File: src/rtl/imem_arbiter.sv
// rtl/imem_arbiter.sv - two-requester instruction ROM read-port arbiter with one-cycle registered return
// Optional: IMEM_ARB_RR_EN selects round-robin contention instead of fixed priority with a starvation counter.
module imem_arbiter #(
    parameter int ADDR_W       = 32,
    parameter int DATA_W       = 32,
    parameter int MAX_DBG_WAIT = 4
) (
    input  logic              clk,
    input  logic              rst,
    input  logic              if_req,
    input  logic [ADDR_W-1:0] if_addr,
    output logic              if_gnt,
    output logic              if_rvalid,
    output logic [DATA_W-1:0] if_rdata,
    input  logic              dbg_req,
    input  logic [ADDR_W-1:0] dbg_addr,
    output logic              dbg_gnt,
    output logic              dbg_rvalid,
    output logic [DATA_W-1:0] dbg_rdata,
    output logic              rom_ce,
    output logic [ADDR_W-1:0] rom_addr,
    input  logic [DATA_W-1:0] rom_inst,
    output logic              stallreq
);

    typedef enum logic [1:0] {
        IDLE     = 2'd0,
        IF_XFER  = 2'd1,
        DBG_XFER = 2'd2
    } state_t;

    localparam logic [3:0] WAIT_MAX = 4'(MAX_DBG_WAIT);

    state_t     state;
    state_t     state_nxt;
    logic [3:0] wait_cnt;
    logic [3:0] wait_nxt;
    logic       dbg_wins;

`ifdef IMEM_ARB_RR_EN
    localparam logic GNT_IF  = 1'b0;
    localparam logic GNT_DBG = 1'b1;
    logic last_gnt;

    always_ff @(posedge clk or posedge rst) begin
        if (rst) begin
            last_gnt <= GNT_IF;
        end else if (if_gnt) begin
            last_gnt <= GNT_IF;
        end else if (dbg_gnt) begin
            last_gnt <= GNT_DBG;
        end
    end
`endif

    always_comb begin
        if_gnt    = 1'b0;
        dbg_gnt   = 1'b0;
        state_nxt = IDLE;
        wait_nxt  = 4'd0;
`ifdef IMEM_ARB_RR_EN
        dbg_wins  = (last_gnt == GNT_IF);
`else
        dbg_wins  = (wait_cnt == WAIT_MAX);
`endif
        if (!rst) begin
            if (if_req && dbg_req) begin
                dbg_gnt = dbg_wins;
                if_gnt  = ~dbg_wins;
            end else begin
                if_gnt  = if_req;
                dbg_gnt = dbg_req;
            end
        end
        if (if_gnt) begin
            state_nxt = IF_XFER;
        end else if (dbg_gnt) begin
            state_nxt = DBG_XFER;
        end
`ifndef IMEM_ARB_RR_EN
        // Counts refused DBG cycles; any gap in dbg_req restarts the count.
        if (dbg_req && !dbg_gnt) begin
            wait_nxt = (wait_cnt == WAIT_MAX) ? wait_cnt : wait_cnt + 4'd1;
        end
`endif
    end

    always_ff @(posedge clk or posedge rst) begin
        if (rst) begin
            state    <= IDLE;
            wait_cnt <= 4'd0;
        end else begin
            state    <= state_nxt;
            wait_cnt <= wait_nxt;
        end
    end

    always_ff @(posedge clk or posedge rst) begin
        if (rst) begin
            if_rdata  <= '0;
            dbg_rdata <= '0;
        end else begin
            if (if_gnt) begin
                if_rdata <= rom_inst;
            end
            if (dbg_gnt) begin
                dbg_rdata <= rom_inst;
            end
        end
    end

    // The state records last cycle's winner, which is exactly who gets data now.
    assign if_rvalid  = (state == IF_XFER);
    assign dbg_rvalid = (state == DBG_XFER);

    assign rom_ce   = if_gnt | dbg_gnt;
    assign rom_addr = if_gnt ? if_addr : (dbg_gnt ? dbg_addr : '0);
    assign stallreq = if_req & ~if_gnt & ~rst;

endmodule

File: config.mk
export PLATFORM = sky130hd
export DESIGN_NAME = imem_arbiter
export DESIGN_NICKNAME = d
export VERILOG_FILES = /design/src/rtl/imem_arbiter.sv
export SDC_FILE = /design/constraint.sdc
export NUM_CORES = 1
export LEC_CHECK = 0
export CAP_MARGIN = 20
export CORE_ASPECT_RATIO = 0.5
export CORE_MARGIN = 1
export CORE_UTILIZATION = 39
export DETAILED_ROUTE_END_ITERATION = 12
export GPL_TIMING_DRIVEN = 0
export PLACE_DENSITY_LB_ADDON = 0.15
export SLEW_MARGIN = 20
export SYNTH_ARGS = -nofsm -noshare
export SYNTH_HDL_FRONTEND = slang
export SYNTH_SLANG_ARGS = --single-unit
File: constraint.sdc
create_clock -name clk -period 6.5 [get_ports clk]
set_input_delay 1.3 -clock clk [delete_from_list [all_inputs] [get_ports clk]]
set_output_delay 1.3 -clock clk [all_outputs]
set_load 0.02 [all_outputs]
; After elaboration in Yosys (flattened, before gate mapping)
; Index checks and enable logic that the tools add are counted.
[op_classes]
n_addsub = 1
magnitude_cmp = 0
shift = 0
n_bitwise = 6
div_mod_pow = 0
reduce_logical = 3
mul = 0
n_eq_ne = 4
mux = 10
[op_table]
columns = cell, n
row1 = $mux 32, 2
row2 = $mux 4, 2
row3 = $add 4x1->4 const B, 1
row4 = $eq 4x3->1 const B, 1
row5 = $mux 1, 4
row6 = $mux 2, 2
row7 = $not 1->1, 3
row8 = $and 1x1->1, 2
row9 = $eq 2x1->1 const B, 1
row10 = $eq 2x2->1 const B, 1
row11 = $logic_and 1x1->1, 2
row12 = $ne 2x2->1 const B, 1
row13 = $logic_not 1->1, 1
row14 = $or 1x1->1, 1
[word_totals]
romBits = 0
latchBits = 0
output_inout_bits = 102
ramBits = 0
mem_count = 0
inputBits = 100
register_bits = 70

; Longest topological paths before layout
; Gate-level depths: netlist of the first run.
[logic_depth]
word_depth = 7
ltp_mapped = 7
ltp_nobuf = 5

; Worst setup path after synthesis of the first run
; No wires, ideal clock.
[synth_path]
path_type = in2out
start = in rst
end = out rom_addr[18]
stages = 6
arrival_ns = 2.480
slack_ns = 2.720
path_cell_list = buf_2 -> nand2b_1 -> a21oi_1 -> buf_2 -> buf_2 -> a22o_1
[synth_lines]
columns = element, line_no
row1 = from (decl), 9  ; input logic rst,
row2 = $mux 1, 66  ; if (!rst) begin
row3 = named net if_gnt, 12  ; output logic if_gnt,
row4 = $mux 32, 117  ; assign rom_addr = if_gnt ? if_addr : (dbg_gnt ? dbg_addr : '0);
row5 = to (decl), 21  ; output logic [ADDR_W-1:0] rom_addr,
; The timed path passes the listed nets, and every way through them passes these cells.

; Worst setup path in the final report of the first run
[layout_path]
start = in if_req
end = out rom_addr[15]
[layout_between]
elab_chain_cells = 5
[layout_rtl]
columns = element, line_no
row1 = from (decl), 10  ; input logic if_req,
row2 = $logic_and 1x1->1, 67  ; if (if_req && dbg_req) begin
row3 = $mux 1, 67
row4 = $mux 1, 66
row5 = $mux 32, 117
row6 = $mux 32 *, 117
; Mark *: on every way between the ends. The rest lies on a longest branch, timed or not.

==> results of run 1 <==
-- cell families (layout without fill, tap and decap cells) --
family	count (synthesis)	in the layout	share of synthesized area, %
XOR/XNOR	1	1	0.285
AND/OR/NAND/NOR	13	13	2.81
adder cells (fa/ha/maj)	2	2	0.815
AO/OA/AOI/OAI	41	41	11.3
flip-flops	70	70	57.1
buffers and inverters	19	236	4.28
multiplexers	64	64	23.5
-- how the worst min path moves through the flow --
stage | from | to | slack, ns | depth (start not counted)
floorplan | wait_cnt[0]$_DFFE_PP0P_ | wait_cnt[0]$_DFFE_PP0P_ | 0.52 | 1
global placement | dbg_rdata[3]$_DFFE_PP0N_ | dbg_rdata[3]$_DFFE_PP0N_ | 0.47 | 1
detailed placement | dbg_rdata[3]$_DFFE_PP0N_ | dbg_rdata[3]$_DFFE_PP0N_ | 0.48 | 1
CTS | dbg_rdata[3]$_DFFE_PP0N_ | dbg_rdata[3]$_DFFE_PP0N_ | 0.49 | 1
global route | dbg_rdata[8]$_DFFE_PP0N_ | dbg_rdata[8]$_DFFE_PP0N_ | 0.51 | 1
finish | dbg_rdata[8]$_DFFE_PP0N_ | dbg_rdata[8]$_DFFE_PP0N_ | 0.49 | 1
-- area by class of cell --
type | count | area, um^2 | share of cell area [%]
Inverter | 4 | 17.5 | 0.315
Buffer | 15 | 116 | 2.09
Clock inverter | 5 | 108 | 1.93
Multi-Input combinational cell | 121 | 1190 | 21.3
Sequential cell | 70 | 1750 | 31.5
Timing Repair Buffer | 201 | 2020 | 36.3
Tap cell | 108 | 135 | 2.43
Clock buffer | 11 | 233 | 4.18
-- registers in the layout, summed over array words and instances (netlist names) --
name and flops:
if_rdata 32, dbg_rdata 32, state 2, wait_cnt 4
-- per-stage QoR --
stage	hold WS, ns	area, um^2	cells
after floorplan	0.515	3070	210
after global routing	0.513	5570	535
after global placement	0.470	5210	518
after CTS	0.490	5570	535
after detailed placement	0.477	5230	519
final	0.488	5570	535
-- cell usage after synthesis --
| cell type | instances | area, um^2 |
|---|---|---|
| mux2_1 | 6 | 67.6 |
| nand3_1 | 3 | 15.0 |
| and3b_1 | 1 | 8.76 |
| buf_6 | 3 | 33.8 |
| xor2_1 | 1 | 8.76 |
| nor2_1 | 2 | 7.51 |
| nor2b_1 | 2 | 12.5 |
| buf_4 | 5 | 37.5 |
| mux2_2 | 58 | 653 |
| o21ai_0 | 2 | 10.0 |
| inv_1 | 4 | 15.0 |
| nand2b_1 | 2 | 12.5 |
| a211oi_2 | 1 | 12.5 |
| dfrtp_1 | 70 | 1750 |
| nand3b_4 | 1 | 20.0 |
| a21oi_1 | 2 | 10.0 |
| nor3_1 | 2 | 10.0 |
| a211oi_1 | 1 | 7.51 |
| o211ai_1 | 1 | 7.51 |
| buf_8 | 1 | 15.0 |
| a22o_1 | 32 | 280 |
| ha_1 | 2 | 25.0 |
| a311oi_1 | 1 | 8.76 |
| o32ai_1 | 1 | 8.76 |
| buf_2 | 6 | 30.0 |
-- power breakdown --
part | switching [uW] | internal (uW) | total [uW]
combinational | 206 | 261 | 468
clock | 171 | 376 | 548
sequential | 38.1 | 508 | 546
-- per-layer routing --
metal  vias up  routed length, um
li1       1206                  -
met1      1255               3410
met2       104               4800
met3         8                768
met4         0                 95
met5         -                  0
==> results.cfg, run 1 <==
[synthesis]
yosys_warnings = 0
synthCells = 210
synth_nets = 312
yosysSeqAreaShare_pct = 57.1
synth_seq_cells = 70
syn_avg_cell_area_um2 = 14.6
synth_cell_types = 25
synth_area_um2 = 3070

[sta]
period_minus_slack_ns = 4.88
timing.final.ws_setup_ns = 1.62
final_hold_viol_count = 0
relSlewSlack_pct = 73.3
tns_ns = 0
fmaxAchievable_mhz = 205
max_slew.worst_pin.slew_ns = 0.400
fin_skew_ns = 0.00569
slew_viol_final = 0
period_share_pct = 75.0
rsz0062_at_grt = false
final-setup-viol-count = 0

[cells_and_area]
areaGrowthSynthToFinish_pct = 81.5
layout-drive-gt1-share_pct = 21.3
layout_common_cells = 200 x clkdlybuf4s50_1, 70 x dfrtp_1, 58 x mux2_2
fin_util_pct = 74.7
nets = 524
antenna_cells = 0
final_common_cell = clkdlybuf4s50_1
fillers = 510

[clock_network]
h-tree-depth = 3
clock_latency_ns = 0.32
cts_tree = built
cts_hold_buf = 0
cts_buffers = 9
post_cts_buffers = 0
numClockSinks = 70
cts_max_path_buffers = 2
clkTransAtPathRegs_ns = 0.05
root_buffer = clkbuf_16
cts-resized-gates = 0

[detailed_routing]
drtAntennaViolNets = 0
drt-initial-drc-count = 55
first_pass_iters = 4
drc = 0
routedWlPerCell_um = 17.0
vias_per_cell = 4.81
routed_wl_um = 9070
vias = 2573

[setup_path]
crit_chain = clkdlybuf4s50_1 > nand2b_1 > a21oi_1 > buf_2 > buf_2 > a22o_1 > clkdlybuf4s50_1
path_buf_inv = 4
r2r_slack_ns = 4.35
critical_path_class = input port to output pin
slowest_stage = clkdlybuf4s50_1
cp_num_cells = 7
endpoint_kind = output pin
critPathArrivalTime_ns = 3.58
r2r_start = wait_cnt[0]$_DFFE_PP0P_
worstSetupStartpoint = if_req
cp.required_ns = 5.20
worstReg2RegEnd = if_rdata[9]$_DFFE_PP0P_
cp-start-kind = input port
critical_path.max_fanout = 10
rr_worst_depth = 7
crit_path_end = rom_addr[15]
cp_slowest_stage_delay_ns = 0.63
path_delay_family = buffers and inverters

[grt]
globalRouteMet3Util_pct = 6.94
overflow = 0
use_met2_pct = 42.8
grt_usage_pct = 22.1
grt_max_degree = 40
antenna_found_initial = 0
grt_pass1_vias = 2758
use_met1_pct = 23.4
grt_pass1_wl_um = 13800
top_usage_layer = met2

[floorplanning]
die_w_um = 127
core_area_um2 = 7460
die_h_um = 64.7
rows = 22
pin_count = 202
die-area_um2 = 8250
initial_core_util_pct = 41.1

[power_and_ir_drop]
leakagePower_uw = 0.00231
power.total_uw = 1560
p_per_area_nw_per_um2 = 280
ir_drop_v = 0.000196

[hold_path]
hp-class = register to register

[placement]
place.port_buffers = 200
dp_slack_ns = 1.63
dp_hpwl_um = 6890
place.gp.congestion = 0.887

[outcome]
outcome = finished clean

[run]
maxCapViolations = 0
Power figures use the tool's default switching activity.
==> inputs of run 2 (changes only) <==
CORE_UTILIZATION = 33   (was 39)
clock period = 4.1 ns   (was 6.5 ns; I/O delays follow)
==> run 2 against run 1 <==
Compared with the run above:
- the run now ends with design-rule violations left
- sequential power grew 58%
- clock power up 38%
- worst setup slack got worse by 1.4 ns
- sequential cell count is the same
- via count grew 0.51%
- utilization is 12 points lower
- global-route usage is 1.7 points lower
- first-iteration DRC count is 42% higher
- critical path type unchanged
- critical endpoint is now rom_addr[11]
- largest cell class unchanged
==> results.cfg, run 2 (synthesis gave the netlist of run 1 again) <==
[cells_and_area]
reg.largest.list = dbg_rdata (32), if_rdata (32), wait_cnt (4)
areaGrowthSynthToFinish_pct = 80.4
layout-drive-gt1-share_pct = 20.9
fin_util_pct = 62.5
final_common_cell = clkdlybuf4s50_1
multi_input_area_um2 = 1190
nets = 524
fillers = 702
layout_common_cells = 200 x clkdlybuf4s50_1, 70 x dfrtp_1, 58 x mux2_2
ff_latch_area_um2 = 1750
antenna_cells = 0

[detailed_routing]
drt-initial-drc-count = 78
routedWlPerCell_um = 17.9
vias_per_cell = 4.77
drtAntennaViolNets = 0
drc = 24
vias = 2586
first_pass_iters = 8
routed_wl_um = 9730

[placement]
place.port_buffers = 200
dp_hpwl_um = 7390
place.gp.congestion = 0.884
dp_slack_ns = 0.180

[setup_path]
r2r_start = wait_cnt[0]$_DFFE_PP0P_
cp.required_ns = 3.28
r2r_slack_ns = 1.97
critPathArrivalTime_ns = 3.10
worstSetupStartpoint = if_req
worstReg2RegEnd = if_rdata[6]$_DFFE_PP0P_
critical_path.max_fanout = 10
endpoint_kind = output pin
cp-start-kind = input port
rr_worst_depth = 7
critical_path_class = input port to output pin

[floorplanning]
die_w_um = 138
die-area_um2 = 9710
pin_count = 202
die_h_um = 70.2
core_area_um2 = 8860
rows = 24
initial_core_util_pct = 34.6

[sta]
period_share_pct = 95.6
period_minus_slack_ns = 3.92
tns_ns = 0
slew_viol_final = 0
max_slew.worst_pin.slew_ns = 0.299
timing.final.ws_setup_ns = 0.181
fin_skew_ns = 0.00299
final_hold_viol_count = 0
fmaxAchievable_mhz = 255
rsz0062_at_grt = false
holdWs_ns = 0.482
relSlewSlack_pct = 80.0
final-setup-viol-count = 0

[run]
maxCapViolations = 0

[clock_network]
root_buffer = clkbuf_16
cts_tree = built
cts_hold_buf = 0
cts-resized-gates = 0
clkTransAtPathRegs_ns = 0.05
numClockSinks = 70
clock_latency_ns = 0.32
post_cts_buffers = 0
cts_buffers = 9
cts_max_path_buffers = 2
h-tree-depth = 3

[hold_path]
min_to = dbg_rdata[5]$_DFFE_PP0N_
min_path_cells = 1
min_from = dbg_rdata[5]$_DFFE_PP0N_
hp-class = register to register

[grt]
antenna_found_initial = 0
grt_pass1_wl_um = 15100
overflow = 0
grt_usage_pct = 20.4
grt_max_degree = 50
grt_pass1_vias = 2733

[power_and_ir_drop]
leakagePower_uw = 0.00229
power.total_uw = 2370
p_per_area_nw_per_um2 = 428
ir_drop_v = 0.000280

[outcome]
violations = design-rule violations
outcome = finished with violations
[run 2: cell type report]
class	instances	area share, %
clock inverters	1	0.542
multi-input cells	121	21.4
plain buffers	15	2.10
flip-flops and latches	70	31.6
well taps	117	2.64
clock buffers	13	4.70
repair buffers	201	36.6
inverters	4	0.316
[run 2: how the worst max path moves through the flow]
stage / end / slack (ns) / depth (start not counted)
global placement: rom_addr[19] / 0.21 / 7
CTS: rom_addr[8] / 0.16 / 7
global route: rom_addr[22] / 0.05 / 7
finish: rom_addr[11] / 0.18 / 7
floorplan: rom_addr[18] / 1.28 / 6
detailed placement: rom_addr[23] / 0.18 / 7
[run 2: where the power goes]
group | switching, uW | total (uW) | internal, uW
Combinational | 332 | 747 | 415
Sequential | 59.0 | 864 | 805
Clock | 260 | 757 | 497
[run 2: metrics by stage]
step                std cells  area [um^2]
floorplan                 210         3070
global placement          527         5220
detailed placement        528         5250
CTS                       542         5540
global route              542         5540
finish                    542         5540
[run 2: critical path, cell delays in order]
cell	delay, ns
clkdlybuf4s50_1	0.60
nand2b_1	0.11
a21oi_1	0.17
buf_2	0.31
buf_2	0.29
a22o_1	0.16
clkdlybuf4s50_1	0.63
[run 2: routing by layer]
layer / GRT usage (%) / wire length, um / up-vias
met5: 0 / 0 / -
met4: 5.62 / 87 / 0
met3: 7.20 / 740 / 10
met2: 38.2 / 5160 / 88
met1: 21.9 / 3740 / 1289
li1: - / - / 1199
==> inputs of run 3 (changes only) <==
CORE_ASPECT_RATIO = 2   (was 0.5)
CORE_MARGIN = 2   (was 1)
==> run 3 against run 2 <==
Compared with the run above:
- the run now ends clean
- power increased by 1.7%
- sequential cell count is the same
- utilization decreased by 1.1 points
- critical path depth stayed put
- largest cell class unchanged
- via count is 1.6% higher
==> results.cfg, run 3 (synthesis gave the netlist of run 1 again) <==
[detailed_routing]
vias_per_cell = 4.97
routedWlPerCell_um = 17.6
vias = 2628
drtAntennaViolNets = 0
routed_wl_um = 9320
first_pass_iters = 4
drc = 0
drt-initial-drc-count = 57

[setup_path]
path_delay_family = buffers and inverters
path_buf_inv = 4
rr_worst_depth = 7
cp_num_cells = 7
critical_path_class = input port to output pin
cp-start-kind = input port
endpoint_kind = output pin
slowest_stage = clkdlybuf4s50_1
cp_slowest_stage_delay_ns = 0.62
critPathArrivalTime_ns = 3.07
critical_path.max_fanout = 10
crit_chain = clkdlybuf4s50_1 > nand2b_1 > a21oi_1 > buf_2 > buf_2 > a22o_1 > clkdlybuf4s50_1
cp.required_ns = 3.28

[floorplanning]
initial_core_util_pct = 34.1
die-area_um2 = 10100
die_h_um = 140
rows = 49
die_w_um = 72.2
pin_count = 202
core_area_um2 = 9010

[power_and_ir_drop]
combPwrFrac_pct = 30.7
switching_share_pct = 27.4
p_clk_share_pct = 33.5
p_seq_share_pct = 35.8
p_per_area_nw_per_um2 = 435
ir_drop_v = 0.000384
intPower_uw = 1750
leakagePower_uw = 0.00229
power.switching_uw = 660

[sta]
final_hold_viol_count = 0
fin_skew_ns = 0.00323
period_share_pct = 94.9
max_slew.worst_pin.slew_ns = 0.432
period_minus_slack_ns = 3.89
fmaxAchievable_mhz = 257
slew_viol_final = 0
tns_ns = 0
final-setup-viol-count = 0
relSlewSlack_pct = 71.2
rsz0062_at_grt = false

[clock_network]
cts_tree = built
cts-resized-gates = 0
cts_max_path_buffers = 2
cts_hold_buf = 0
h-tree-depth = 3
root_buffer = clkbuf_16
post_cts_buffers = 0
numClockSinks = 70
cts_buffers = 9
clkTransAtPathRegs_ns = 0.05
clock_latency_ns = 0.33

[cells_and_area]
layout-drive-gt1-share_pct = 21.5
final_common_cell = clkdlybuf4s50_1
layout_common_cells = 200 x clkdlybuf4s50_1, 70 x dfrtp_1, 58 x mux2_2
nets = 524
areaGrowthSynthToFinish_pct = 80.4
stdcell_count = 529
reg.largest.list = dbg_rdata (32), if_rdata (32), wait_cnt (4)
antenna_cells = 0

[grt]
grt_pass1_wl_um = 14300
grt_usage_pct = 18.6
grt_pass1_vias = 2690
overflow = 0
antenna_found_initial = 0
grt_max_degree = 38

[outcome]
outcome = finished clean

[placement]
dp_hpwl_um = 7480
dp_cells = 513
place.port_buffers = 200
place.gp.congestion = 0.685

[hold_path]
min_path_cells = 1
hp-class = register to register

[run]
maxCapViolations = 0
[run 3: worst paths after layout]
path                                           from                   endpoint  slack, ns
min reg2reg                dbg_rdata[7]$_DFFE_PP0N_   dbg_rdata[7]$_DFFE_PP0N_       0.49
max in group asynchronous                       rst  dbg_rdata[11]$_DFFE_PP0N_       2.99
min                        dbg_rdata[7]$_DFFE_PP0N_   dbg_rdata[7]$_DFFE_PP0N_       0.49
max reg2reg                 wait_cnt[0]$_DFFE_PP0P_    if_rdata[7]$_DFFE_PP0P_       2.04
max                                          if_req                rom_addr[8]       0.21
min in group asynchronous                       rst         state[1]$_DFF_PP0_       0.57
[run 3: final cells by class]
cell class                 instances  area, um^2
sequential                        70        1750
inverter                           4        17.5
clock inverter                     6        86.3
timing repair buffer             201        2020
clock buffer                      10         229
fill                             780        3480
buffer                            15         116
multi-input combinational        121        1190
tap                              102         128
[run 3: routing by layer]
layer  track usage (%)  up-vias  routed length (um)
met2              35.2      139                5290
li1                  -     1204                   -
met3              6.04       13                 965
met1              17.4     1272                2880
met5                 0        -                   0
met4              7.94        0                 185
[run 3: power by group through the flow]
stage	Sequential (uW)	Clock (uW)	Combinational [uW]
final	863	807	741
after floorplan	1010	0	195
after global placement	870	0	740
after global routing	878	861	781
after detailed placement	876	0	750
after CTS	865	832	752
[run 3: per-stage QoR]
step | hold WS (ns) | setup slack, ns | utilization [%] | power [uW] | cell area, um^2
final | 0.489 | 0.209 | 61.4 | 2410 | 5540
after global routing | 0.508 | 0.0733 | 61.4 | 2520 | 5540
after CTS | 0.490 | 0.149 | 61.4 | 2450 | 5540
after detailed placement | 0.478 | 0.155 | 57.9 | 1630 | 5220
after global placement | 0.469 | 0.162 | 57.7 | 1610 | 5200
after floorplan | 0.515 | 1.28 | - | 1200 | 3070
